File: src/rtl/core_pkg.sv
// Shared core types: immediate formats, encoder error codes and the pure
// immediate-packing function used by the instruction encoder.
package core_pkg;

  typedef enum logic [2:0] {
    IMM_I = 3'b000,
    IMM_S = 3'b001,
    IMM_B = 3'b010,
    IMM_J = 3'b011,
    IMM_U = 3'b100
  } imm_fmt_e;

  typedef enum logic [1:0] {
    ENC_OK       = 2'b00,
    ENC_RANGE    = 2'b01,
    ENC_MISALIGN = 2'b10,
    ENC_ILLEGAL  = 2'b11
  } enc_err_e;

  typedef struct packed {
    logic [6:0] opcode;
    logic [4:0] rd;
    logic [4:0] rs1;
    logic [4:0] rs2;
    logic [2:0] funct3;
  } enc_fields_t;

  typedef struct packed {
    logic [31:0] instr;
    enc_err_e    err;
  } enc_word_t;

  localparam int ENC_WORD_W = $bits(enc_word_t);

  // Range checks ask whether the upper bits are a pure sign extension of the field.
  function automatic enc_word_t pack_imm(input logic [2:0] fmt, input logic [63:0] imm,
                                         input enc_fields_t f);
    enc_word_t w;
    logic      in_range;
    logic      misaligned;
    logic      illegal;
    w          = '0;
    in_range   = 1'b1;
    misaligned = 1'b0;
    illegal    = 1'b0;
    case (fmt)
      IMM_I: begin
        w.instr  = {imm[11:0], f.rs1, f.funct3, f.rd, f.opcode};
        in_range = (&imm[63:11]) | ~(|imm[63:11]);
      end
      IMM_S: begin
        w.instr  = {imm[11:5], f.rs2, f.rs1, f.funct3, imm[4:0], f.opcode};
        in_range = (&imm[63:11]) | ~(|imm[63:11]);
      end
      IMM_B: begin
        w.instr    = {imm[12], imm[10:5], f.rs2, f.rs1, f.funct3, imm[4:1], imm[11], f.opcode};
        in_range   = (&imm[63:12]) | ~(|imm[63:12]);
        misaligned = imm[0];
      end
      IMM_J: begin
        w.instr    = {imm[20], imm[10:1], imm[11], imm[19:12], f.rd, f.opcode};
        in_range   = (&imm[63:20]) | ~(|imm[63:20]);
        misaligned = imm[0];
      end
      IMM_U: begin
        w.instr    = {imm[31:12], f.rd, f.opcode};
        in_range   = (&imm[63:31]) | ~(|imm[63:31]);
        misaligned = |imm[11:0];
      end
      default: begin
        w.instr = '0;
        illegal = 1'b1;
      end
    endcase
    if (illegal)        w.err = ENC_ILLEGAL;
    else if (misaligned) w.err = ENC_MISALIGN;
    else if (!in_range)  w.err = ENC_RANGE;
    else                 w.err = ENC_OK;
    return w;
  endfunction

endpackage

File: src/rtl/sync_fifo.sv
// Single-clock FIFO with an extra pointer bit to tell full from empty.
// Read data is zero whenever the FIFO is empty.
module sync_fifo #(
  parameter int WIDTH = 34,
  parameter int DEPTH = 2
) (
  input  logic             clk,
  input  logic             rst,
  input  logic             wr_en,
  input  logic [WIDTH-1:0] wr_data,
  output logic             full,
  input  logic             rd_en,
  output logic [WIDTH-1:0] rd_data,
  output logic             empty
);

  localparam int AW = $clog2(DEPTH);

  logic [AW:0]      wr_ptr;
  logic [AW:0]      rd_ptr;
  logic [WIDTH-1:0] mem [DEPTH];
  logic             push;
  logic             pop;

  assign empty = (wr_ptr == rd_ptr);
  assign full  = (wr_ptr[AW] != rd_ptr[AW]) && (wr_ptr[AW-1:0] == rd_ptr[AW-1:0]);
  // A full FIFO refuses writes even if the head leaves in the same cycle.
  assign push  = wr_en && !full;
  assign pop   = rd_en && !empty;

  always_ff @(posedge clk) begin
    if (rst) begin
      wr_ptr <= '0;
      rd_ptr <= '0;
    end else begin
      if (push) wr_ptr <= wr_ptr + (AW+1)'(1);
      if (pop)  rd_ptr <= rd_ptr + (AW+1)'(1);
    end
  end

  always_ff @(posedge clk) begin
    if (push) mem[wr_ptr[AW-1:0]] <= wr_data;
  end

  assign rd_data = empty ? '0 : mem[rd_ptr[AW-1:0]];

endmodule

File: src/rtl/instr_encoder.sv
// Packs an immediate plus register/opcode fields into a 32-bit RV64 word,
// checks the immediate, and queues {instr, err} for the consumer.
module instr_encoder
  import core_pkg::*;
#(
  parameter int DEPTH = 2,
  parameter int CNT_W = 16
) (
  input  logic             clk,
  input  logic             rst,
  input  logic             in_valid,
  output logic             in_ready,
  input  logic [2:0]       in_fmt,
  input  logic [63:0]      in_immediate,
  input  logic [6:0]       in_opcode,
  input  logic [4:0]       in_rd,
  input  logic [4:0]       in_rs1,
  input  logic [4:0]       in_rs2,
  input  logic [2:0]       in_funct3,
  output logic             out_valid,
  input  logic             out_ready,
  output logic [31:0]      out_instr,
  output logic [1:0]       out_err,
  output logic [CNT_W-1:0] enc_count,
  output logic [CNT_W-1:0] err_count
);

  enc_fields_t fields;
  enc_word_t   enc_word;
  enc_word_t   head;
  logic        full;
  logic        empty;
  logic        accept;

  // Handshakes: a beat transfers on a rising edge where valid&ready; valid never
  // waits on ready, and a producer holds valid and data stable until the transfer.
  assign in_ready = !full;
  assign accept   = in_valid && in_ready;

  assign fields = '{opcode: in_opcode, rd: in_rd, rs1: in_rs1, rs2: in_rs2, funct3: in_funct3};
  assign enc_word = pack_imm(in_fmt, in_immediate, fields);

  sync_fifo #(.WIDTH(ENC_WORD_W), .DEPTH(DEPTH)) u_fifo (
    .clk     (clk),
    .rst     (rst),
    .wr_en   (accept),
    .wr_data (enc_word),
    .full    (full),
    .rd_en   (out_ready),
    .rd_data (head),
    .empty   (empty)
  );

  assign out_valid = !empty;
  assign out_instr = head.instr;
  assign out_err   = head.err;

  always_ff @(posedge clk) begin
    if (rst) begin
      enc_count <= '0;
      err_count <= '0;
    end else if (accept) begin
      if (enc_count != '1) enc_count <= enc_count + CNT_W'(1);
      if (enc_word.err != ENC_OK && err_count != '1) err_count <= err_count + CNT_W'(1);
    end
  end

endmodule

File: config.mk
export PLATFORM = sky130hd
export DESIGN_NAME = instr_encoder
export DESIGN_NICKNAME = d
export VERILOG_FILES = /design/src/rtl/core_pkg.sv /design/src/rtl/sync_fifo.sv /design/src/rtl/instr_encoder.sv
export SDC_FILE = /design/constraint.sdc
export NUM_CORES = 1
export LEC_CHECK = 0
export CELL_PAD_IN_SITES_DETAIL_PLACEMENT = 1
export CELL_PAD_IN_SITES_GLOBAL_PLACEMENT = 2
export CORE_UTILIZATION = 29
export DETAILED_ROUTE_END_ITERATION = 12
export PLACE_DENSITY_LB_ADDON = 0.25
export RECOVER_POWER = 50
export SYNTH_ARGS = -nofsm -noshare
export SYNTH_HDL_FRONTEND = slang
export SYNTH_SLANG_ARGS = --single-unit
export TNS_END_PERCENT = 20
File: constraint.sdc
create_clock -name clk -period 3.8 [get_ports clk]
set_input_delay 0.76 -clock clk [delete_from_list [all_inputs] [get_ports clk]]
set_output_delay 0.76 -clock clk [all_outputs]
set_load 0.02 [all_outputs]
==> metrics <==
r2r setup slk 0.85 ns; worst slew pin tran 1.087 ns; Peak Freq around 0.29 GHz; Period minus WS final ~3.5 ns; CP arrival between 2 and 3 ns; initial antenna violation count 0; top cells by area, synth edfxtp_1 38%, dfxtp_1 14%, mux2i_1 8.3%, nor2_1 4.6%, a21oi_1 2.9%; Final nets between 700 and 800; Cell variety after synth around 50; internal power between 0.002 and 0.003 W; critical path class flop to primary output; Final ANT Viol Nets 0; diode count 0; worst reg2reg path depth 4; number of I/O port buffers about 160; most frequent cells in the layout 126 x clkdlybuf4s50_1, 68 x edfxtp_1, 65 x nor2_1, 44 x mux2i_1, 37 x dlygate4sd3_1; grt total ovfl 0; net switching power 0.001425 W; Worst Setup End Kind primary output; worst IR drop on VDD about 340 µV; Initial Util between 20% and 30%; maxcap violations 0; CP required 3.04 ns; Synth top area share between 30% and 40%; Max FO, Critical Path 19; CTS root buf clkbuf_16; Slew Limit Fails 0; sequential share of power a little under two fifths; Row Count 49; Total Wirelength 16.83 mm; die width between 100 and 150 µm; CTS Hold Buffers Added 0; DP Area about 7200 µm²; setup TNS 0 ns; vias in the first global route ~4800; LEAKAGE roughly 2.5 nW; worst skew pair latency between 0.3 and 0.4 ns; Post-Synthesis Cell Area between 5000 and 6000 µm²; R2R Path End u_fifo.mem[0][32]; IO Pins about 160; Seq/Total Area, Yosys a little over half; syn nets approximately 600; Vias/cell a little over 5; Final Cell Area 7442 µm²; Final HPWL DP roughly 13 mm; Mean Syn Cell Area around 11 µm²; Fin. Hold Viols 0; pre-CTS WS approximately 0.44 ns; fraction of layout cells with a size suffix above 1 5.389%; crit start category flop; Fillers 2011; GRT Util Overall a little under a fifth; post-route clock period utilization 91.37%; hold path cells 2; clk sinks 105; Cells after Synth 505; cell area power density roughly 540 nW/µm²; RD Place Congestion between 0.8 and 0.9; Reg area ~2800 µm²; worst-case hold path end point enc_count[5]; full die area about 19000 µm²; Hold Path Origin enc_count[5]; cts bufs inserted 9; Slew HR between 20% and 30%; Clock Power Share 22.2%; top_reg_cell synth edfxtp_1; Crit Reg-Reg Startpoint u_fifo.wr_ptr[0]; Post-CTS Setup Bufs 0; commonest non-fill, non-tap cell in the layout clkdlybuf4s50_1; Yosys warnings 0; first-pass GRT wire length 25.47 mm; run status finished clean; Min-Delay Path Class flop to flop; post-CTS sizing 0; sw frac 35.72%; EDFF count, synth slightly below 70; Synth area leader edfxtp_1; wire per inst 18.76 µm; Die Y-Extent roughly 140 µm; Starting DRT DRC Count ~170; Logic pwr share between 40% and 50%; routed via count 4612; CTS tree yes; area of the multi-input gates around 2300 µm²; clock-pin slew on the worst setup and hold paths roughly 0.07 ns; setup ws final around 0.33 ns; FF+latch count, synth between 100 and 150; # DRC 0; async set-reset flop share out of synthesis 0%; total iterations of the first detailed-routing run 4; core box area around 18000 µm²; P&R area growth vs syn 40.08%; pin count of the biggest net entering global routing 31; Max clock buf depth 2; setup repair after global routing missed its margin no; setup violators final 0; H-tree levels 3; Max Clock Skew around 0.0065 ns
[worst max-delay path by stage]
stage,start,endpoint,slack (ns)
floorplan,in_valid,u_fifo.mem[0][0],0.76
global placement,in_fmt[1],err_count[12],0.52
detailed placement,in_fmt[1],err_count[12],0.44
CTS,u_fifo.wr_ptr[0],out_instr[20],0.17
global route,u_fifo.wr_ptr[0],out_instr[20],0.10
finish,u_fifo.wr_ptr[0],out_instr[10],0.33
[routing by layer]
metal | vias up | routed length, µm | track usage [%]
met5 | - | 0 | 0
met4 | 0 | 335 | 6.960
met3 | 26 | 867 | 3.238
met2 | 136 | 8469 | 31.96
met1 | 2244 | 7159 | 21.56
li1 | 2206 | - | -
[final cells by class]
type                       count  area share, %
sequential                   105          37.41
multi-input combinational    363          31.30
timing repair buffer         176          23.30
tap                          229          3.850
clock buffer                   9          3.026
clock inverter                 6         0.6557
inverter                       9         0.4539
[sequential cells by signal, indices dropped and copies added, names as in the netlist, named ones only]
name	count
u_fifo.mem	68
enc_count	16
err_count	16
u_fifo.rd_ptr	2
u_fifo.wr_ptr	2
[cell families after synthesis]
kind of cell / Yosys count / synth area share [%]
AO/OA/AOI/OAI: 97 / 11.66
flip-flops: 105 / 52.38
multiplexers: 46 / 8.714
adder cells (fa/ha/maj): 2 / 0.4710
AND/OR/NAND/NOR: 197 / 19.69
XOR/XNOR: 21 / 3.462
buffers and inverters: 37 / 3.627
[cell usage after synthesis, types with 3 or more instances]
library cell and number:
or4_1 3, mux2i_1 44, o22ai_1 9, o21ai_0 13, and4_1 4, o31ai_1 3, nand4_1 21, nor2b_1 11
o21ai_1 8, xor2_1 8, xnor2_1 13, edfxtp_1 68, clkbuf_1 18, a21o_1 3, inv_1 9, a21oi_1 31
buf_6 5, dfxtp_1 37, nor4_1 19, a211oi_1 4, a22o_1 8, nand3_1 12, and3_1 3, nand2_1 20
and2_1 12, nor2_1 65, or3_1 14, a22oi_1 8, nand2b_1 3, buf_1 4
[power by group through the flow]
stage	registers (W)	logic, W	clock network (W)
CTS	0.00148	0.00167	0.000917
finish	0.00148	0.00163	0.000885
global route	0.00150	0.00175	0.000958
global placement	0.00150	0.00164	0
floorplan	0.00147	0.000910	0
detailed placement	0.00151	0.00166	0
[through the flow]
step	total power [W]	cells	util, %	hold slack (ns)
2_1_floorplan	0.002377	505	-	0.4981
3_3_place_gp	0.003140	882	40.04	0.4852
3_5_place_dp	0.003174	882	40.04	0.5213
4_1_cts	0.004075	897	41.56	0.5351
5_1_grt	0.004202	897	41.43	0.5555
6_report	0.003990	897	41.43	0.5249
[critical path, stage by stage, from the launching register on]
cell and delay (ns):
dfxtp_1 0.36, xnor2_1 0.24, and2_1 0.75, buf_4 0.37, nor2_1 0.10, clkdlybuf4s50_1 0.54
Power figures use the tool's default switching activity.
